<file path="src/rtl/dmem_lsu_arbiter.sv">
// dmem_lsu_arbiter: round-robin arbiter between core LSU and debug loader in front of a word memory,
// splitting byte-addressed RV32I loads/stores into one or two lane-aligned word cycles.
module dmem_lsu_arbiter #(
    parameter int ADDR_W           = 17,
    parameter bit ALLOW_MISALIGNED = 1
) (
    input  logic              clk,
    input  logic              rst,
    input  logic              c_req_valid,
    output logic              c_req_ready,
    input  logic              c_req_we,
    input  logic [2:0]        c_req_funct3,
    input  logic [ADDR_W-1:0] c_req_addr,
    input  logic [31:0]       c_req_wdata,
    output logic              c_rsp_valid,
    input  logic              d_req_valid,
    output logic              d_req_ready,
    input  logic              d_req_we,
    input  logic [2:0]        d_req_funct3,
    input  logic [ADDR_W-1:0] d_req_addr,
    input  logic [31:0]       d_req_wdata,
    output logic              d_rsp_valid,
    output logic [31:0]       rsp_rdata,
    output logic              rsp_err,
    output logic              mem_en,
    output logic [3:0]        mem_we,
    output logic [ADDR_W-3:0] mem_addr,
    output logic [31:0]       mem_wdata,
    input  logic [31:0]       mem_rdata
);
    typedef enum logic [2:0] {IDLE, A0, A1, WAIT, ERR} state_t;
    state_t            state;
    logic              last_d, port_d, r_we, r_split;
    logic [2:0]        r_f3;
    logic [ADDR_W-1:0] r_addr;
    logic [31:0]       r_wdata, lo_word;
    logic              gnt_d, hs, s_we, s_split, s_bad;
    logic [2:0]        s_f3;
    logic [ADDR_W-1:0] s_addr;
    logic [31:0]       s_wdata;
    logic [1:0]        off;
    logic [3:0]        mask;
    logic [ADDR_W-3:0] word;
    logic [63:0]       rd_cat;
    logic [31:0]       rd_sh, rd_ext;
    // on a tie the port not granted last wins; last_d resets to 1 so the core wins first
    assign gnt_d       = d_req_valid & (~c_req_valid | ~last_d);
    assign c_req_ready = (state == IDLE) & c_req_valid & ~gnt_d;
    assign d_req_ready = (state == IDLE) & gnt_d;
    assign hs          = c_req_ready | d_req_ready;
    assign s_we        = gnt_d ? d_req_we : c_req_we;
    assign s_f3        = gnt_d ? d_req_funct3 : c_req_funct3;
    assign s_addr      = gnt_d ? d_req_addr : c_req_addr;
    assign s_wdata     = gnt_d ? d_req_wdata : c_req_wdata;
    assign s_split     = (s_f3[1:0] == 2'b10 && s_addr[1:0] != 2'b00) ||
                         (s_f3[1:0] == 2'b01 && s_addr[1:0] == 2'b11);
    assign s_bad       = s_f3 == 3'b011 || s_f3[2:1] == 2'b11 || (s_we && s_f3[2]) ||
                         (s_split && !ALLOW_MISALIGNED);
    assign off         = r_addr[1:0];
    assign word        = r_addr[ADDR_W-1:2];
    assign mask        = r_f3[1:0] == 2'b00 ? 4'b0001 : r_f3[1:0] == 2'b01 ? 4'b0011 : 4'b1111;
    assign mem_en      = state == A0 || state == A1;
    assign mem_addr    = state == A1 ? word + {{(ADDR_W-3){1'b0}}, 1'b1} : word;
    assign mem_we      = (mem_en && r_we) ? (state == A1 ? mask >> (3'd4 - {1'b0, off}) : mask << off) : 4'b0000;
    assign mem_wdata   = state == A1 ? r_wdata >> {3'd4 - {1'b0, off}, 3'b000} : r_wdata << {off, 3'b000};
    // split reads place word 1 above word 0 so one byte-offset select covers both cases
    assign rd_cat      = r_split ? {mem_rdata, lo_word} : {32'h0, mem_rdata};
    assign rd_sh       = rd_cat[{off, 3'b000} +: 32];
    assign rd_ext      = r_f3[1:0] == 2'b00 ? {{24{~r_f3[2] & rd_sh[7]}}, rd_sh[7:0]} :
                         r_f3[1:0] == 2'b01 ? {{16{~r_f3[2] & rd_sh[15]}}, rd_sh[15:0]} : rd_sh;
    always_ff @(posedge clk or posedge rst) begin
        if (rst) begin
            state       <= IDLE;
            last_d      <= 1'b1;
            port_d      <= 1'b0;
            r_we        <= 1'b0;
            r_split     <= 1'b0;
            r_f3        <= 3'b000;
            r_addr      <= '0;
            r_wdata     <= 32'h0;
            lo_word     <= 32'h0;
            c_rsp_valid <= 1'b0;
            d_rsp_valid <= 1'b0;
            rsp_rdata   <= 32'h0;
            rsp_err     <= 1'b0;
        end else begin
            c_rsp_valid <= 1'b0;
            d_rsp_valid <= 1'b0;
            case (state)
                IDLE: if (hs) begin
                    port_d  <= gnt_d;
                    last_d  <= gnt_d;
                    r_we    <= s_we;
                    r_f3    <= s_f3;
                    r_addr  <= s_addr;
                    r_wdata <= s_wdata;
                    r_split <= s_split;
                    state   <= s_bad ? ERR : A0;
                end
                A0: state <= r_split ? A1 : WAIT;
                A1: begin
                    lo_word <= mem_rdata;
                    state   <= WAIT;
                end
                WAIT, ERR: begin
                    rsp_rdata   <= (state == WAIT && !r_we) ? rd_ext : 32'h0;
                    rsp_err     <= state == ERR;
                    c_rsp_valid <= !port_d;
                    d_rsp_valid <= port_d;
                    state       <= IDLE;
                end
                default: state <= IDLE;
            endcase
        end
    end
endmodule

</file>
<file path="config.mk">
export PLATFORM = sky130hd
export DESIGN_NAME = dmem_lsu_arbiter
export DESIGN_NICKNAME = d
export VERILOG_FILES = /design/src/rtl/dmem_lsu_arbiter.sv
export SDC_FILE = /design/constraint.sdc
export NUM_CORES = 1
export LEC_CHECK = 0
export BUFFER_PORTS_ARGS = -buffer_cell sky130_fd_sc_hd__buf_2
export CORE_MARGIN = 2
export CORE_UTILIZATION = 57
export DETAILED_ROUTE_END_ITERATION = 12
export PLACE_DENSITY = 0.87
export SLEW_MARGIN = 20
export SYNTH_ARGS = -nofsm -noshare
export SYNTH_HDL_FRONTEND = slang
export SYNTH_SLANG_ARGS = --single-unit
</file>
<file path="constraint.sdc">
create_clock -name clk -period 9.8 [get_ports clk]
set_clock_uncertainty 0.15 [all_clocks]
set_input_delay 1.96 -clock clk [delete_from_list [all_inputs] [get_ports clk]]
set_output_delay 1.96 -clock clk [all_outputs]
set_load 0.05 [all_outputs]
</file>
# Yosys cells after proc, flatten, opt, wreduce, memory -nomap -nowiden
# Index checks and enable logic that the tools add are counted.
[totals]
regBits = 126
latch_bits = 0
ram_bits = 0
romBits = 0
inputBits = 142
out_inout_bits = 89
mem_count = 0
[op_classes]
n_addsub = 2
mul = 0
div = 0
order_cmp = 0
n_eq_ne = 11
shifts = 5
muxes = 20
n_bitwise = 12
n_reduce_logical = 16
[op_table]
columns = ["op", "n"]
rows = [
  ["$mux 32", 5],
  ["$mux 64", 1],
  ["$shiftx 64x6->32", 1],
  ["$shl 32x5->32", 1],
  ["$shr 32x6->32", 1],
  ["$mux 17", 1],
  ["$mux 4", 4],
  ["$add 15x1->15 const B", 1],
  ["$mux 15", 1],
  ["$eq 3x2->1 const B", 3],
  ["$mux 3", 3],
  ["$pmux 3 s3", 1],
  ["$and 1x1->1", 6],
  ["$eq 2x2->1 const B", 3],
  ["$logic_and 1x1->1", 5],
  ["$eq 2x1->1 const B", 2],
  ["$logic_or 1x1->1", 4],
  ["$mux 1", 4],
  ["$not 1->1", 4],
  ["$shl 4x2->4", 1],
  ["$shr 4x3->4", 1],
  ["$eq 3x1->1 const B", 1],
  ["$eq 3x3->1 const B", 1],
  ["$logic_not 3->1", 1],
  ["8 further kinds", 10],
]

# Longest topological paths before layout
[logic_depth]
ltp_word = 10
ltp_mapped = 13
depth_no_buf = 7

# Worst setup path before layout
# No wires, ideal clock.
[synth_path]
path_type = "input -> output"
from = "input d_req_valid"
to = "output d_req_ready"
arrival_ps = 3208
t_required_ps = 7690
slack_ps = 4482
stages = 4
path_buffers = 2
cell_sequence = "a21boi_1 > buf_2 > buf_2 > and2_1"
[synth_between]
elab_chain_len = 2
[synth_lines]
columns = ["item", "line_no", "rtl"]
rows = [
  ["start: declaration", "16", "input logic d_req_valid,"],
  ["$and 1x1->1", "47", "assign gnt_d = d_req_valid & (~c_req_valid | ~last_d);"],
  ["$and 1x1->1", "49", "assign d_req_ready = (state == IDLE) & gnt_d;"],
  ["end: declaration", "17", "output logic d_req_ready,"],
]
# No other way between the ends.

# Final worst setup path
[layout_path]
from = "register r_addr[0]"
to = "output mem_we[3]"
[layout_between]
elab_chain_len = 4
word_cells_on_any_way = 5
cone_classes = "1 x add/sub; 2 x shift; 2 x mux"
[layout_lines]
columns = ["item", "line_no", "rtl"]
rows = [
  ["start: declaration", "35", "logic [ADDR_W-1:0] r_addr;"],
  ["start signal: assignment", "95", "r_addr <= s_addr;"],
  ["$sub 3x2->3", "64", "assign mem_we = (mem_en && r_we) ? (state == A1 ? mask >> (3'd4 - {1'b0, off}) : mask << off) : 4'b0000;"],
  ["$shr 4x3->4", "64", ""],
  ["$mux 4 (*) (2 in a row)", "64", ""],
  ["end: declaration", "26", "output logic [3:0] mem_we,"],
]
# Every way passes the cells marked *; elsewhere a longest branch is shown, timed or not.

==> metrics.txt <==
Mapped Cells=910; CTS max path bufs=2; Yosys warnings=0; wirelength, routed=24400 µm; post-cts hold buffer count=0; minimum clock period=6.62 ns; Critical Path Fanout Max=51; FF+latch count, synth=126; Setup violations, final=0; IO Pins=approximately 230; total clock buffers created by CTS=17; setup TNS=0 ns; Critical Path Slowest Stage Cell=nor4b_2; Iteration-0 DRC Markers=roughly 840; CTS Sinks=126; dominant cells by area after synthesis=dfrtp_1, mux2i_1, nand2_1; CP cell instances=clkinv_1 > ha_1 > nor4b_2 > nand2_1 > nor2_1 > o21ai_0 > a21oi_1 > buf_2; post-synth top area cell=dfrtp_1; Post-DRT Antenna Nets=0; Critical Path RT=7.69 ns; post-synthesis cell type count=53; Die ar.=15100 µm²; syn_nets=1054; fmax=between 0.15 and 0.2 GHz; syn avg cell area=~9 µm²; Post-CTS Resized=0; mapped cell area=8030 µm²; Root Driver=clkbuf_16; Max-cap violations=0; setup bufs post-CTS=0; Final Hold Vio Count=0; Worst Max-Slew Pin Slew=0.995 ns; post-synthesis sequential area ratio=roughly two fifths; post-route DRC violation count=0; port bufs=230; startpoint types=flop; period utilization=67.6%; global-route wire length before repair=38200 µm; Via density=just over 6; GR Util All Layers=33.1%; largest net degree at the start of global routing=84; CP max stage delay=0.82 ns; synthesis-to-layout area growth=22.4%; average wire per standard cell=18.9 µm; status=completed; Hold WS=0.318 ns; core area=about 14000 µm²; H-tree Lvls=4; Hold Crit Class=flop to flop; Placed Area=9190 µm²; Initial Util=58.1%; post-DP HPWL=~17000 µm; # rows=43; layout cells sized above 1=roughly 28%; Die Ht=approximately 120 µm; critical path class=flop to primary output; CP arrival=4.51 ns; number of global-route vias before repair=7483; clock latency on the worst-skew pair=~0.43 ns; critical path capture point type=primary output; area share of the largest cell type after synthesis=39.0%; final slew viol count=0; grt ovf=0; Slew HR=33.7%; overall die width=123 µm; Final Core Density=71.1%; RSZ-0062 raised after global routing=no; antenna violations before repair=1; final net count=1242; placer's final routability congestion estimate=between 0.9 and 1; Via Count=7908; DR pass1 iterations=5; final instance area=a little under 10000 µm²; Clk pin slew, worst setup/hold paths=0.06 ns; CTS tree=yes
-- per-stage QoR --
stage / setup WS, ns / instances
global route: 2.91 / 1291
CTS: 3.30 / 1291
global placement: 3.87 / 1259
floorplan: 4.34 / 910
detailed placement: 3.76 / 1259
finish: 3.18 / 1292
-- path summary, 6_finish.rpt --
check,cells past startpoint,from,to,slack [ns]
max in group asynchronous,3,rst,r_wdata[23]$_DFFE_PP0P_,6.62
worst min-delay path,1,port_d$_DFFE_PP0P_,c_rsp_valid$_DFF_PP0_,0.32
worst max-delay path,8,r_addr[0]$_DFFE_PP0P_,mem_we[3],3.18
min in group asynchronous,2,rst,r_addr[4]$_DFFE_PP0P_,1.47
worst max register to register,6,r_addr[0]$_DFFE_PP0P_,rsp_rdata[29]$_DFFE_PP0N_,6.39
worst min register to register,1,port_d$_DFFE_PP0P_,c_rsp_valid$_DFF_PP0_,0.32
-- synth_stat cells (all sizes together) --
cell type,n
mux4,7
nand3,21
nor4b,2
ha,2
or2b,1
a21bo,1
xor2,1
o211ai,9
nor2b,11
clkbuf,31
mux2,8
nand2,202
a221oi,2
nand2b,10
a21boi,1
o221ai,8
nor2,45
o22ai,19
a21o,9
a22oi,8
inv,5
and2,2
nand4,2
xnor2,14
mux2i,128
o21ai,80
a31oi,1
and4,1
dfstp,1
nand4bb,1
buf,39
dfrtp,125
or2,2
nor3,2
a22o,9
nand3b,2
nor3b,2
clkinv,1
and3,5
o21a,1
a32o,18
o311ai,1
a21oi,70
-- layout make-up --
cell class	count	area, µm²
clock buffer	17	425
multi-input combinational	708	4570
sequential	126	3160
tap	180	225
antenna	1	2.50
fill	1082	4000
timing repair buffer	239	1220
inverter	6	25.0
clock inverter	15	211
-- sequential cells by signal, indices dropped and copies added (netlist names) --
| signal | flops |
|---|---|
| lo_word | 32 |
| r_wdata | 32 |
| rsp_rdata | 32 |
| r_addr | 17 |
| r_f3 | 3 |
| state | 3 |
| c_rsp_valid | 1 |
| d_rsp_valid | 1 |
| last_d | 1 |
| port_d | 1 |
| r_split | 1 |
| r_we | 1 |
| rsp_err | 1 |
-- cell families (layout without fill, tap and decap cells) --
| kind of cell | Yosys count | in the layout | share of synthesized area (%) |
|---|---|---|---|
| multiplexers | 143 | 143 | 19.0 |
| AO/OA/AOI/OAI | 237 | 237 | 18.8 |
| other | 0 | 1 | 0 |
| XOR/XNOR | 15 | 15 | 1.64 |
| adder cells (fa/ha/maj) | 2 | 2 | 0.312 |
| flip-flops | 126 | 126 | 39.3 |
| AND/OR/NAND/NOR | 311 | 311 | 16.6 |
| buffers and inverters | 76 | 277 | 4.35 |
-- worst max-delay path: cells and delay by family, from the launching register on --
kind,cells,cell delay [ns]
buffers and inverters,2,0.90
adder cells (fa/ha/maj),1,0.46
AND/OR/NAND/NOR,3,1.65
flip-flops,1,0.76
AO/OA/AOI/OAI,2,0.30
-- layout by cell type (no fill, tap or decap), types with 17 or more instances in the layout --
master	Yosys	routed
buf_2	27	230
nand2_1	202	202
mux2i_1	128	128
dfrtp_1	125	124
o21ai_0	71	70
a21oi_1	70	69
nor2_1	44	44
nand3_1	21	21
o22ai_1	19	19
a32o_1	18	18
clkbuf_16	0	17
-- per-layer routing --
metal	routed length, µm	vias to the layer above	global-route usage (%)
met1	9380	3729	40.2
met2	11900	458	54.4
met4	1150	0	17.7
met3	2020	98	8.04
met5	0	-	0
li1	-	3623	-
Power is left out: the tool's default activity adds up to more than one toggle a clock period on the data nets, which glitch-free logic cannot reach.
